`config.mk`:
```
export PLATFORM = sky130hd
export DESIGN_NAME = mem_port_arbiter
export DESIGN_NICKNAME = d
export VERILOG_FILES = /design/src/rtl/mem_port_arbiter.sv
export SDC_FILE = /design/constraint.sdc
export NUM_CORES = 1
export LEC_CHECK = 0
export CORE_UTILIZATION = 36
export DETAILED_ROUTE_END_ITERATION = 16
export GPL_TIMING_DRIVEN = 0
export HOLD_SLACK_MARGIN = 0.02
export MAX_ROUTING_LAYER = met4
export PLACE_DENSITY = 0.81
export SYNTH_ARGS = -nofsm -noshare
export SYNTH_HDL_FRONTEND = slang
export SYNTH_SLANG_ARGS = --single-unit
```
`constraint.sdc`:
```
create_clock -name clk -period 2.26 [get_ports clk]
set_input_delay 0.565 -clock clk [delete_from_list [all_inputs] [get_ports clk]]
set_output_delay 0.565 -clock clk [all_outputs]
set_load 0.02 [all_outputs]
```
`src/rtl/mem_port_arbiter.sv`:
```
// Round-robin arbiter sharing one memory write/read port pair between
// NUM_PORTS requesters, one outstanding transaction, with a watchdog abort.
module mem_port_arbiter #(
    parameter int unsigned NUM_PORTS      = 2,
    parameter logic [31:0] TIMEOUT_CYCLES = 32'd1024
) (
    input  logic                    clk,
    input  logic                    reset,
    input  logic [NUM_PORTS-1:0]    req_valid,
    input  logic [NUM_PORTS-1:0]    req_write,
    input  logic [NUM_PORTS*32-1:0] req_addr,
    input  logic [NUM_PORTS*32-1:0] req_data,
    output logic [NUM_PORTS-1:0]    req_ready,
    output logic [NUM_PORTS-1:0]    resp_valid,
    output logic [31:0]             resp_data,
    output logic                    resp_error,
    output logic [31:0]             mem_in_addr,
    output logic [31:0]             mem_in_data,
    output logic                    mem_in_valid,
    input  logic                    mem_in_ready,
    output logic [31:0]             mem_out_addr,
    output logic                    mem_out_valid,
    input  logic [31:0]             mem_out_data,
    input  logic                    mem_out_ready
);

    localparam int unsigned DW        = 32;
    localparam int unsigned PTR_W     = (NUM_PORTS > 1) ? $clog2(NUM_PORTS) : 1;
    localparam logic [PTR_W-1:0] LAST_PORT = PTR_W'(NUM_PORTS - 1);

    localparam logic [1:0] S_IDLE   = 2'd0;
    localparam logic [1:0] S_BUSY_W = 2'd1;
    localparam logic [1:0] S_BUSY_R = 2'd2;

    logic [1:0]           state_q,         state_d;
    logic [PTR_W-1:0]     rr_ptr_q,        rr_ptr_d;
    logic [PTR_W-1:0]     gnt_q,           gnt_d;
    logic [DW-1:0]        addr_q,          addr_d;
    logic [DW-1:0]        data_q,          data_d;
    logic [31:0]          wd_cnt_q,        wd_cnt_d;
    logic [NUM_PORTS-1:0] resp_valid_q,    resp_valid_d;
    logic [DW-1:0]        resp_data_q,     resp_data_d;
    logic                 resp_error_q,    resp_error_d;
    logic                 mem_in_valid_q,  mem_in_valid_d;
    logic                 mem_out_valid_q, mem_out_valid_d;

    logic                 gnt_found_c;
    logic [PTR_W-1:0]     gnt_c;
    logic                 timeout_c;
    logic [DW-1:0]        addr_arr [NUM_PORTS];
    logic [DW-1:0]        data_arr [NUM_PORTS];

    // Split the flattened request buses into per-port words
    for (genvar p = 0; p < NUM_PORTS; p++) begin : g_unpack
        assign addr_arr[p] = req_addr[p*DW +: DW];
        assign data_arr[p] = req_data[p*DW +: DW];
    end

    // Round-robin scan starting at rr_ptr for the first pending requester
    always_comb begin
        logic [PTR_W-1:0] cand;
        gnt_found_c = 1'b0;
        gnt_c       = '0;
        cand        = '0;
        for (int unsigned k = 0; k < NUM_PORTS; k++) begin
            cand = PTR_W'((32'(rr_ptr_q) + k) % NUM_PORTS);
            if (!gnt_found_c && req_valid[cand]) begin
                gnt_found_c = 1'b1;
                gnt_c       = cand;
            end
        end
    end

    // Accept pulse is combinational and only offered while idle
    always_comb begin
        req_ready = '0;
        if (state_q == S_IDLE && gnt_found_c) begin
            req_ready[gnt_c] = 1'b1;
        end
    end

    assign timeout_c = (TIMEOUT_CYCLES != 32'd0) && (wd_cnt_q == TIMEOUT_CYCLES - 32'd1);

    // Next-state and registered-output logic
    always_comb begin
        state_d         = state_q;
        rr_ptr_d        = rr_ptr_q;
        gnt_d           = gnt_q;
        addr_d          = addr_q;
        data_d          = data_q;
        wd_cnt_d        = wd_cnt_q;
        resp_valid_d    = '0;
        resp_data_d     = resp_data_q;
        resp_error_d    = 1'b0;
        mem_in_valid_d  = mem_in_valid_q;
        mem_out_valid_d = mem_out_valid_q;

        case (state_q)
            S_IDLE: begin
                if (gnt_found_c) begin
                    gnt_d           = gnt_c;
                    addr_d          = addr_arr[gnt_c];
                    data_d          = data_arr[gnt_c];
                    wd_cnt_d        = 32'd0;
                    state_d         = req_write[gnt_c] ? S_BUSY_W : S_BUSY_R;
                    mem_in_valid_d  = req_write[gnt_c];
                    mem_out_valid_d = !req_write[gnt_c];
                end
            end
            S_BUSY_W, S_BUSY_R: begin
                if ((state_q == S_BUSY_W && mem_in_ready) ||
                    (state_q == S_BUSY_R && mem_out_ready) || timeout_c) begin
                    // A ready coinciding with expiry wins over the abort
                    state_d               = S_IDLE;
                    mem_in_valid_d        = 1'b0;
                    mem_out_valid_d       = 1'b0;
                    resp_valid_d[gnt_q]   = 1'b1;
                    rr_ptr_d              = (gnt_q == LAST_PORT) ? '0 : gnt_q + PTR_W'(1);
                    if (state_q == S_BUSY_W && mem_in_ready) begin
                        resp_error_d = 1'b0;
                    end else if (state_q == S_BUSY_R && mem_out_ready) begin
                        resp_data_d  = mem_out_data;
                    end else begin
                        resp_error_d = 1'b1;
                        resp_data_d  = '0;
                    end
                end else begin
                    wd_cnt_d = wd_cnt_q + 32'd1;
                end
            end
            default: begin
                state_d         = S_IDLE;
                mem_in_valid_d  = 1'b0;
                mem_out_valid_d = 1'b0;
            end
        endcase
    end

    // State register with synchronous reset
    always_ff @(posedge clk) begin
        if (reset) begin
            state_q         <= S_IDLE;
            rr_ptr_q        <= '0;
            gnt_q           <= '0;
            addr_q          <= '0;
            data_q          <= '0;
            wd_cnt_q        <= '0;
            resp_valid_q    <= '0;
            resp_data_q     <= '0;
            resp_error_q    <= 1'b0;
            mem_in_valid_q  <= 1'b0;
            mem_out_valid_q <= 1'b0;
        end else begin
            state_q         <= state_d;
            rr_ptr_q        <= rr_ptr_d;
            gnt_q           <= gnt_d;
            addr_q          <= addr_d;
            data_q          <= data_d;
            wd_cnt_q        <= wd_cnt_d;
            resp_valid_q    <= resp_valid_d;
            resp_data_q     <= resp_data_d;
            resp_error_q    <= resp_error_d;
            mem_in_valid_q  <= mem_in_valid_d;
            mem_out_valid_q <= mem_out_valid_d;
        end
    end

    assign resp_valid    = resp_valid_q;
    assign resp_data     = resp_data_q;
    assign resp_error    = resp_error_q;
    assign mem_in_addr   = addr_q;
    assign mem_in_data   = data_q;
    assign mem_in_valid  = mem_in_valid_q;
    assign mem_out_addr  = addr_q;
    assign mem_out_valid = mem_out_valid_q;

endmodule

```
Word-level counts from Yosys, hierarchy flattened
Index checks and enable logic that the tools add are counted.
W data, S select, Z words.
{"block": "classes", "n_addsub": 3, "mul": 0, "div": 0, "order_cmp": 7, "eq_ne": 6, "n_shift": 0, "muxes": 36, "n_bitwise": 4, "reduce_logical": 20}
{"cell": "$mux W32", "n": 9}
{"cell": "$pmux W32 S2", "n": 1}
{"cell": "$add A32 B1 Y32 const B", "n": 1}
{"cell": "$eq A32 B10 Y1 const B", "n": 1}
{"cell": "$mux W1", "n": 17}
{"cell": "$lt A1 B2 Y1 const B", "n": 4}
{"cell": "$mux W2", "n": 4}
{"cell": "$logic_and A1 B1 Y1", "n": 6}
{"cell": "$ne A2 B2 Y1 const B", "n": 3}
{"cell": "$reduce_and A2 Y1", "n": 3}
{"cell": "$reduce_and A3 Y1", "n": 2}
{"cell": "$pmux W1 S2", "n": 2}
{"cell": "$pmux W2 S2", "n": 1}
{"cell": "$reduce_or A4 Y1", "n": 1}
{"cell": "$not A1 Y1", "n": 3}
{"cell": "$reduce_or A3 Y1", "n": 1}
{"cell": "$add A1 B1 Y1 const B", "n": 2}
{"cell": "$demux W1 S1", "n": 2}
{"cell": "$eq A2 B1 Y1 const B", "n": 1}
{"cell": "$eq A2 B2 Y1 const B", "n": 1}
{"cell": "$ge A1 B1 Y1 const B", "n": 2}
{"cell": "$ge A2 B2 Y1 const B", "n": 1}
{"cell": "$logic_not A1 Y1", "n": 2}
{"cell": "$logic_not A2 Y1", "n": 1}
{"cell": "4 further kinds", "n": 5}
{"block": "totals", "reg_bits": 137, "latchBits": 0, "mem_bits_rw": 0, "romBits": 0, "memories": 0}

Depth between registers and ports, before layout
Gate-level depths: netlist of the first run.
{"block": "depth", "depth_word": 11, "ltp_mapped": 10, "ltp_nobuf": 8}

Worst setup path before layout of the first run
No wires, ideal clock.
{"block": "synth_path", "kind": "flip-flop to flip-flop", "from": "reg wd_cnt_q[17]", "to": "reg wd_cnt_q[5]", "arrival_ns": 2.294, "t_required_ns": 2.189, "slack_ns": -0.104, "path_stages_with_launch": 8, "path_buffers": 1, "path_cell_list": "dfxtp_1 or4_1 or4_4 o31a_1 buf_6 nand4_1 mux2_2 a21oi_1"}
{"block": "synth_via", "elab_chain_len": 4}
{"item": "start: declaration", "line_no": "40", "source": "logic [31:0] wd_cnt_q, wd_cnt_d;"}
{"item": "start signal: assignment", "line_no": "159", "source": "wd_cnt_q <= wd_cnt_d;"}
{"item": "$eq A32 B10 Y1", "line_no": "82", "source": "assign timeout_c = (TIMEOUT_CYCLES != 32'd0) && (wd_cnt_q == TIMEOUT_CYCLES - 32'd1);"}
{"item": "$logic_or A1 B1 Y1", "line_no": "112", "source": "(state_q == S_BUSY_R && mem_out_ready) || timeout_c) begin"}
{"item": "$ne A2 B2 Y1 (no source line)"}
{"item": "$reduce_and A3 Y1 (no source line)"}
Every way passes these cells.
A chain may end at the register's enable or synchronous reset.

Final worst setup path of the first run
{"block": "layout_path", "from": "reg wd_cnt_q[21]", "to": "reg wd_cnt_q[26]"}
{"block": "layout_via", "elab_chain_len": 4, "elab_cells_between_ends": 7}
{"item": "parallel branches: the longest is 4 deep, another holds $add A32 B1 Y32"}
Several ways; the timed one is not identified. The select of a mux whose other input is x is not followed.

==> impl_metrics.prom, run 1 <==
# TYPE chip_impl_metric gauge
chip_impl_metric{name="die-width",unit="um"} 130
chip_impl_metric{name="gp_congestion",unit=""} 0.869
chip_impl_metric{name="peak_supply_drop",unit="mV"} 0.759
chip_impl_metric{name="io-pin-count",unit=""} 303
chip_impl_metric{name="total_power",unit="mW"} 8.43
chip_impl_info{name="commonest_cells_after_routing_fill_and_taps_aside",value="clkdlybuf4s50_1, dfxtp_1, nor2_1"} 1
chip_impl_metric{name="layout.nets",unit=""} 1188
chip_impl_metric{name="design.core.area",unit="mm2"} 0.0160
chip_impl_metric{name="totalWireLength",unit="um"} 23000
chip_impl_metric{name="rows",unit=""} 46
chip_impl_info{name="gr-max-usage-layer",value="met2"} 1
chip_impl_metric{name="final_period_minus_worst_setup_slack",unit="ns"} 2.46
chip_impl_metric{name="timing.clock.skew",unit="ns"} 0.00857
chip_impl_metric{name="cts_sinks",unit=""} 135
chip_impl_info{name="startpoint",value="wd_cnt_q[21]"} 1
chip_impl_metric{name="yosysUniqueCellTypes",unit=""} 54
chip_impl_info{name="unrepaired_setup_endpoints_after_global_routing",value="yes"} 1
chip_impl_metric{name="proportion_of_layout_cells_with_a_drive_suffix_above_1",unit="%"} 18.0
chip_impl_metric{name="detailroute.via_count",unit=""} 6709
chip_impl_info{name="cp-end-kind",value="flop"} 1
chip_impl_metric{name="placement.io_buffers",unit=""} 302
chip_impl_metric{name="route.detailed.drc",unit=""} 0
chip_impl_metric{name="postPlaceCellArea",unit="mm2"} 0.00924
chip_impl_metric{name="clkLatencyLatePin",unit="ns"} 0.41
chip_impl_metric{name="cts.reportedPaths.clkPinSlew",unit="ns"} 0.06
chip_impl_metric{name="finalSetupViolations",unit=""} 66
chip_impl_metric{name="dieHeight",unit="um"} 130
chip_impl_metric{name="wire_per_inst",unit="um"} 18.5
chip_impl_info{name="most_common_cell_after_layout_fill_and_taps_aside",value="clkdlybuf4s50_1"} 1
chip_impl_metric{name="finalCritPeriodShare",unit="%"} 109
chip_impl_metric{name="timing.max_slew.rel_slack",unit="%"} 33.4
chip_impl_info{name="cts_tree",value="done"} 1
chip_impl_metric{name="grt_remaining_overflow",unit=""} 0
chip_impl_info{name="timing_worst_setup_path_type",value="flop to flop"} 1
chip_impl_metric{name="syn_area_per_cell",unit="um2"} 9.10
chip_impl_metric{name="async_reset_ff_share",unit="%"} 0
chip_impl_metric{name="grt_usage",unit="%"} 26.0
chip_impl_metric{name="static-leakage-power",unit="nW"} 4.15
chip_impl_metric{name="max-clock-path-buffers",unit=""} 2
chip_impl_info{name="synthFlopType",value="dfxtp_1"} 1
chip_impl_metric{name="cap_violations",unit=""} 0
chip_impl_info{name="crit_slowest_cell",value="or4_4"} 1
chip_impl_info{name="cp_cell_sequence",value="or4_4 -> or4_4 -> o31a_1 -> buf_6 -> a21oi_4 -> buf_12 -> buf_6 -> a21oi_2 -> a21oi_1"} 1
chip_impl_metric{name="flow.area_growth_from_synthesis",unit="%"} 80.0
chip_impl_metric{name="post_synthesis_sequential_area_ratio",unit="%"} 45.6
chip_impl_info{name="rr_startpoint",value="wd_cnt_q[21]"} 1
chip_impl_info{name="critical_path.endpoint",value="wd_cnt_q[26]"} 1
chip_impl_metric{name="syn_inst",unit=""} 651
chip_impl_metric{name="final_design_area_no_fill",unit="mm2"} 0.0107
chip_impl_metric{name="worstRegToRegCells",unit=""} 9
chip_impl_info{name="cts_root_buf",value="clkbuf_16"} 1
chip_impl_info{name="run_status",value="finished with violations"} 1
chip_impl_metric{name="cts_hold_bufs",unit=""} 0
chip_impl_metric{name="share_of_the_core_filled_with_cells",unit="%"} 66.6
chip_impl_metric{name="fp.dieArea",unit="mm2"} 0.0170
chip_impl_metric{name="groute.layer.met3.usage",unit="%"} 6.93
chip_impl_metric{name="grt.met2_usage",unit="%"} 41.0
chip_impl_metric{name="final_hold_viol_count",unit=""} 0
chip_impl_metric{name="cts_made_buffers",unit=""} 17
chip_impl_metric{name="critical_path_arrival",unit="ns"} 2.80
chip_impl_info{name="cp-start-kind",value="flop"} 1
chip_impl_metric{name="detail_route.first_pass.iterations",unit=""} 6
chip_impl_metric{name="worst-endpoint-required",unit="ns"} 2.60
chip_impl_metric{name="wire_length_of_the_first_global_routing_pass",unit="um"} 33100
chip_impl_metric{name="grt_use_met1",unit="%"} 31.5
chip_impl_metric{name="via_per_inst",unit=""} 5.39
chip_impl_info{name="failed_checks",value="negative setup slack"} 1
chip_impl_metric{name="timing.final.max_slew_violations",unit=""} 0
chip_impl_metric{name="post_synth_instance_area",unit="mm2"} 0.00592
chip_impl_metric{name="pwr_density_cell",unit="mW/mm2"} 791
chip_impl_metric{name="worst-path-max-fanout",unit=""} 8
chip_impl_metric{name="yosys_warnings",unit=""} 0
chip_impl_metric{name="r2r_slack",unit="ns"} -0.20
chip_impl_metric{name="critical_path.max_stage_delay",unit="ns"} 0.52
chip_impl_metric{name="setup_ws",unit="ns"} -0.201
chip_impl_metric{name="synth.net_count",unit=""} 823
chip_impl_info{name="hold_path_class",value="flop to flop"} 1
chip_impl_metric{name="timing.fmax",unit="MHz"} 406
chip_impl_metric{name="detailed_place_hpwl",unit="um"} 16000
chip_impl_metric{name="synth_edf_count",unit=""} 0
chip_impl_metric{name="htreeDepth",unit=""} 4
chip_impl_info{name="critical_path.reg2reg.endpoint",value="wd_cnt_q[26]"} 1
chip_impl_metric{name="initial_utilization",unit="%"} 37.0
chip_impl_metric{name="grt_pass1_vias",unit=""} 6402
chip_impl_metric{name="transition_time_at_the_pin_with_the_least_slew_margin",unit="ns"} 0.988
chip_impl_metric{name="grt_start_max_net_pins",unit=""} 17
chip_impl_metric{name="drt-initial-drc-count",unit=""} 713
chip_impl_metric{name="grt_antenna_before_repair",unit=""} 1
chip_impl_metric{name="synth.ff_latch_count",unit=""} 135
chip_impl_metric{name="antenna_violating_nets_post_route",unit=""} 0
[timing repair]
item,CTS,global route
pin swaps,14,23
buffers inserted,19,19
gates resized for setup,62,68
gates cloned,3,3
endpoints found under the setup margin,125,124
[layer usage]
metal	vias up	routed length [um]
li1	3127	-
met1	3200	9360
met2	320	11000
met3	62	1920
met4	0	775
met5	-	0
[per-stage QoR]
stage / worst slack [ns] / instances / hold WS [ns] / setup TNS, ns
floorplan: -0.0339 / 651 / 0.437 / -0.0339
global placement: -0.930 / 1169 / 0.451 / -47.51
detailed placement: -0.946 / 1169 / 0.458 / -46.91
CTS: -0.135 / 1221 / 0.476 / -6.31
global route: -0.248 / 1244 / 0.497 / -13.41
finish: -0.201 / 1244 / 0.477 / -9.60
[state kept, by name, indices dropped and copies added, names as in the netlist]
| signal | count |
|---|---|
| mem_in_addr | 32 |
| state_q | 2 |
| wd_cnt_q | 32 |
| resp_valid | 2 |
| gnt_q | 1 |
| rr_ptr_q | 1 |
| mem_in_data | 32 |
| resp_data | 32 |
| resp_error | 1 |
[cells by family after synthesis]
family                   share of synthesized area [%]
AO/OA/AOI/OAI                                     20.1
adder cells (fa/ha/maj)                          0.845
buffers and inverters                             7.86
flip-flops                                        45.6
multiplexers                                      6.10
AND/OR/NAND/NOR                                   19.5
[cell type report]
class	count	area [um2]
Antenna cell	1	2.50
Buffer	78	513
Clock buffer	21	470
Clock inverter	9	173
Fill cell	1294	5340
Inverter	7	35.0
Multi-Input combinational cell	432	3030
Sequential cell	135	2720
Tap cell	216	270
Timing Repair Buffer	345	3460
[synthesized netlist by cell type (all sizes together), types with 3 or more instances]
cell,n,area [um2]
or3,3,20.0
a41oi,6,52.6
a21o,5,40.0
dfxtp,135,2700
and3,6,40.0
mux2i,35,350
a21oi,28,155
clkbuf,39,146
inv,7,26.3
and2,5,32.5
nor3,7,35.0
a31oi,10,62.6
nand2,54,203
nand3,11,60.1
buf,39,293
a211oi,4,30.0
a222oi,64,641
ha,4,50.1
nand2b,34,213
nor4,8,50.1
nor2,99,372
or4,3,26.3
nand4,8,50.1
o21ai,15,75.1
[how the worst min path moves through the flow]
stage	cells after the start	start	end
3_5_place_dp	2	wd_cnt_q[7]	wd_cnt_q[7]
6_report	2	resp_data[27]	resp_data[27]
2_1_floorplan	2	wd_cnt_q[7]	wd_cnt_q[7]
4_1_cts	2	resp_data[2]	resp_data[2]
5_1_grt	2	resp_data[16]	resp_data[16]
3_3_place_gp	2	wd_cnt_q[7]	wd_cnt_q[7]
[report_power, final]
part	leakage (nW)	internal (mW)	switching [mW]	total, mW
clock network	0.315	2.03	1.03	3.06
logic	2.73	1.35	1.34	2.69
registers	1.10	2.55	0.134	2.68
total	4.15	5.93	2.50	8.43
[critical path, delay by kind of cell, from the launching register on]
kind | cells | cell delay, ns
buffers and inverters | 3 | 0.42
flip-flops | 1 | 0.32
AO/OA/AOI/OAI | 4 | 0.65
AND/OR/NAND/NOR | 2 | 0.99
Power figures use the tool's default switching activity.
==> run 2, diff against run 1 <==
--- a/config.mk
+++ b/config.mk
@@ -5,7 +5,9 @@
 export SDC_FILE = /design/constraint.sdc
 export NUM_CORES = 1
 export LEC_CHECK = 0
-export CORE_UTILIZATION = 36
+export CELL_PAD_IN_SITES_DETAIL_PLACEMENT = 0
+export CELL_PAD_IN_SITES_GLOBAL_PLACEMENT = 1
+export CORE_UTILIZATION = 26
 export DETAILED_ROUTE_END_ITERATION = 16
 export GPL_TIMING_DRIVEN = 0
 export HOLD_SLACK_MARGIN = 0.02
==> impl_metrics.prom, run 2 (synthesis gave the netlist of run 1 again) <==
# TYPE chip_impl_metric gauge
chip_impl_metric{name="static-leakage-power",unit="nW"} 4.14
chip_impl_metric{name="final_design_area_no_fill",unit="mm2"} 0.0107
chip_impl_metric{name="placement.io_buffers",unit=""} 302
chip_impl_metric{name="detailroute.via_count",unit=""} 6532
chip_impl_info{name="run_status",value="finished with violations"} 1
chip_impl_info{name="most_common_cell_after_layout_fill_and_taps_aside",value="clkdlybuf4s50_1"} 1
chip_impl_metric{name="grt_start_max_net_pins",unit=""} 17
chip_impl_metric{name="final.setup.tns",unit="ns"} -10.36
chip_impl_metric{name="critical_path_arrival",unit="ns"} 2.76
chip_impl_metric{name="initial_utilization",unit="%"} 26.8
chip_impl_info{name="timing_worst_setup_path_type",value="flop to flop"} 1
chip_impl_metric{name="max-clock-path-buffers",unit=""} 2
chip_impl_metric{name="cts.reportedPaths.clkPinSlew",unit="ns"} 0.06
chip_impl_info{name="cts_root_buf",value="clkbuf_16"} 1
chip_impl_metric{name="peak_supply_drop",unit="mV"} 0.388
chip_impl_metric{name="worstSetupPathDepth",unit=""} 7
chip_impl_info{name="unrepaired_setup_endpoints_after_global_routing",value="yes"} 1
chip_impl_metric{name="via_per_inst",unit=""} 5.02
chip_impl_metric{name="n_fill_cell",unit=""} 2073
chip_impl_info{name="commonest_cells_after_routing_fill_and_taps_aside",value="clkdlybuf4s50_1, dfxtp_1, nor2_1"} 1
chip_impl_info{name="cp-start-kind",value="flop"} 1
chip_impl_info{name="failed_checks",value="negative setup slack"} 1
chip_impl_metric{name="totalWireLength",unit="um"} 23700
chip_impl_metric{name="clkLatencyLatePin",unit="ns"} 0.42
chip_impl_metric{name="worstRegToRegCells",unit=""} 7
chip_impl_metric{name="worst-endpoint-required",unit="ns"} 2.56
chip_impl_metric{name="critical_path.max_stage_delay",unit="ns"} 0.50
chip_impl_info{name="path_common_cell",value="or4_4"} 1
chip_impl_metric{name="transition_time_at_the_pin_with_the_least_slew_margin",unit="ns"} 0.774
chip_impl_info{name="hold_path_class",value="flop to flop"} 1
chip_impl_metric{name="grt_usage",unit="%"} 20.2
chip_impl_metric{name="flow.area_growth_from_synthesis",unit="%"} 80.5
chip_impl_metric{name="fp.dieArea",unit="mm2"} 0.0234
chip_impl_metric{name="antenna_violating_nets_post_route",unit=""} 0
chip_impl_info{name="cts_tree",value="done"} 1
chip_impl_metric{name="final_hold_viol_count",unit=""} 0
chip_impl_metric{name="post_layout_instance_count_excluding_filler_cells",unit=""} 1301
chip_impl_metric{name="total_power",unit="mW"} 8.48
chip_impl_metric{name="wire_length_of_the_first_global_routing_pass",unit="um"} 35700
chip_impl_metric{name="timing.max_slew.rel_slack",unit="%"} 48.0
chip_impl_metric{name="finalSetupViolations",unit=""} 67
chip_impl_metric{name="timing.final.max_slew_violations",unit=""} 0
chip_impl_info{name="crit_slowest_cell",value="or4_4"} 1
chip_impl_metric{name="pwr_density_cell",unit="mW/mm2"} 793
chip_impl_info{name="cp-end-kind",value="flop"} 1
chip_impl_metric{name="finalCritPeriodShare",unit="%"} 109
chip_impl_metric{name="min_delay_path_depth",unit=""} 2
chip_impl_metric{name="worst-path-max-fanout",unit=""} 10
chip_impl_metric{name="die-width",unit="um"} 153
chip_impl_metric{name="proportion_of_layout_cells_with_a_drive_suffix_above_1",unit="%"} 19.5
chip_impl_metric{name="timing.clock.skew",unit="ns"} 0.0120
chip_impl_metric{name="timing.fmax",unit="MHz"} 407
chip_impl_metric{name="setup_ws",unit="ns"} -0.196
chip_impl_metric{name="grt_antenna_before_repair",unit=""} 0
chip_impl_metric{name="io-pin-count",unit=""} 303
chip_impl_metric{name="numPlacedInstances",unit=""} 1233
chip_impl_info{name="cp_cell_sequence",value="or4_4 -> or4_4 -> o31ai_4 -> buf_4 -> nand3_4 -> buf_8 -> mux2i_1"} 1
chip_impl_metric{name="rows",unit=""} 54
chip_impl_metric{name="design.core.area",unit="mm2"} 0.0221
chip_impl_metric{name="route.detailed.drc",unit=""} 0
chip_impl_metric{name="cts_made_buffers",unit=""} 17
chip_impl_metric{name="grt_remaining_overflow",unit=""} 0
chip_impl_metric{name="multi_input_comb_area",unit="mm2"} 0.00309
chip_impl_metric{name="grt_pass1_vias",unit=""} 6133
chip_impl_metric{name="postPlaceCellArea",unit="mm2"} 0.00932
chip_impl_metric{name="antennaDiodeCount",unit=""} 0
chip_impl_metric{name="detailed_place_hpwl",unit="um"} 16700
chip_impl_metric{name="final_period_minus_worst_setup_slack",unit="ns"} 2.46
chip_impl_metric{name="drt-initial-drc-count",unit=""} 641
chip_impl_metric{name="area.sequential",unit="mm2"} 0.00271
chip_impl_metric{name="htreeDepth",unit=""} 4
chip_impl_metric{name="layout.nets",unit=""} 1181
chip_impl_info{name="critPathTopFamily",value="simple AND/OR/NAND/NOR gates"} 1
chip_impl_metric{name="worst-path-buf-inv",unit=""} 2
chip_impl_metric{name="cap_violations",unit=""} 0
chip_impl_metric{name="detail_route.first_pass.iterations",unit=""} 6
chip_impl_metric{name="wire_per_inst",unit="um"} 18.2
chip_impl_metric{name="share_of_the_core_filled_with_cells",unit="%"} 48.4
chip_impl_metric{name="dieHeight",unit="um"} 153
chip_impl_metric{name="cts_sinks",unit=""} 135
chip_impl_metric{name="gp_congestion",unit=""} 0.865
==> run 2: changes by cell type in the layout (fill, tap and decap cells not counted), sizes merged <==
| cell | delta |
|---|---|
| clkbuf | -5 |
| clkinvlp | -2 |
| diode | -1 |
| buf | -6 |
| clkinv | +4 |
| inv | +3 |
==> run 2: metal layers <==
metal  wire length (um)  global-route usage, %
met4                346                   6.45
met1              10600                   25.9
met2              11500                   31.9
met3               1230                   3.77
met5                  0                      -
==> run 2: worst reg2reg max path: stages, from the launching register on <==
cell     delay [ns]
dfxtp_4        0.34
or4_4          0.50
or4_4          0.46
o31ai_4        0.31
buf_4          0.18
nand3_4        0.18
buf_8          0.25
mux2i_1        0.12
==> run 2: path summary, 6_finish.rpt <==
check	startpoint	slack, ns	end
setup reg to reg	wd_cnt_q[18]	-0.20	resp_data[9]
hold reg to reg	resp_data[2]	0.47	resp_data[2]
hold / removal	resp_data[2]	0.47	resp_data[2]
setup / recovery	wd_cnt_q[18]	-0.20	resp_data[9]
==> run 2: timing repair <==
action,in CTS,in global routing
cloned,4,1
setup endpoints to repair,125,118
hold buffers,0,0
buffers inserted,18,14
gates resized for setup,71,81
pin swaps,16,32
==> run 2: cell type report <==
type | count | share of cell area [%]
Tap cell | 280 | 3.28
Sequential cell | 135 | 25.3
Inverter | 7 | 0.246
Timing Repair Buffer | 338 | 31.3
Clock buffer | 17 | 3.98
Multi-Input combinational cell | 432 | 28.9
Clock inverter | 14 | 2.09
Buffer | 78 | 4.84
==> run 2: power breakdown <==
group / total (mW) / switching [mW] / internal (mW)
sequential: 2.68 / 0.137 / 2.55
clock: 3.10 / 1.14 / 1.97
combinational: 2.69 / 1.36 / 1.34
==> run 2: through the flow <==
step	setup slack (ns)	hold slack, ns
floorplan	-0.0339	0.437
global placement	-0.928	0.454
detailed placement	-0.962	0.459
CTS	-0.156	0.478
global route	-0.281	0.492
finish	-0.196	0.472
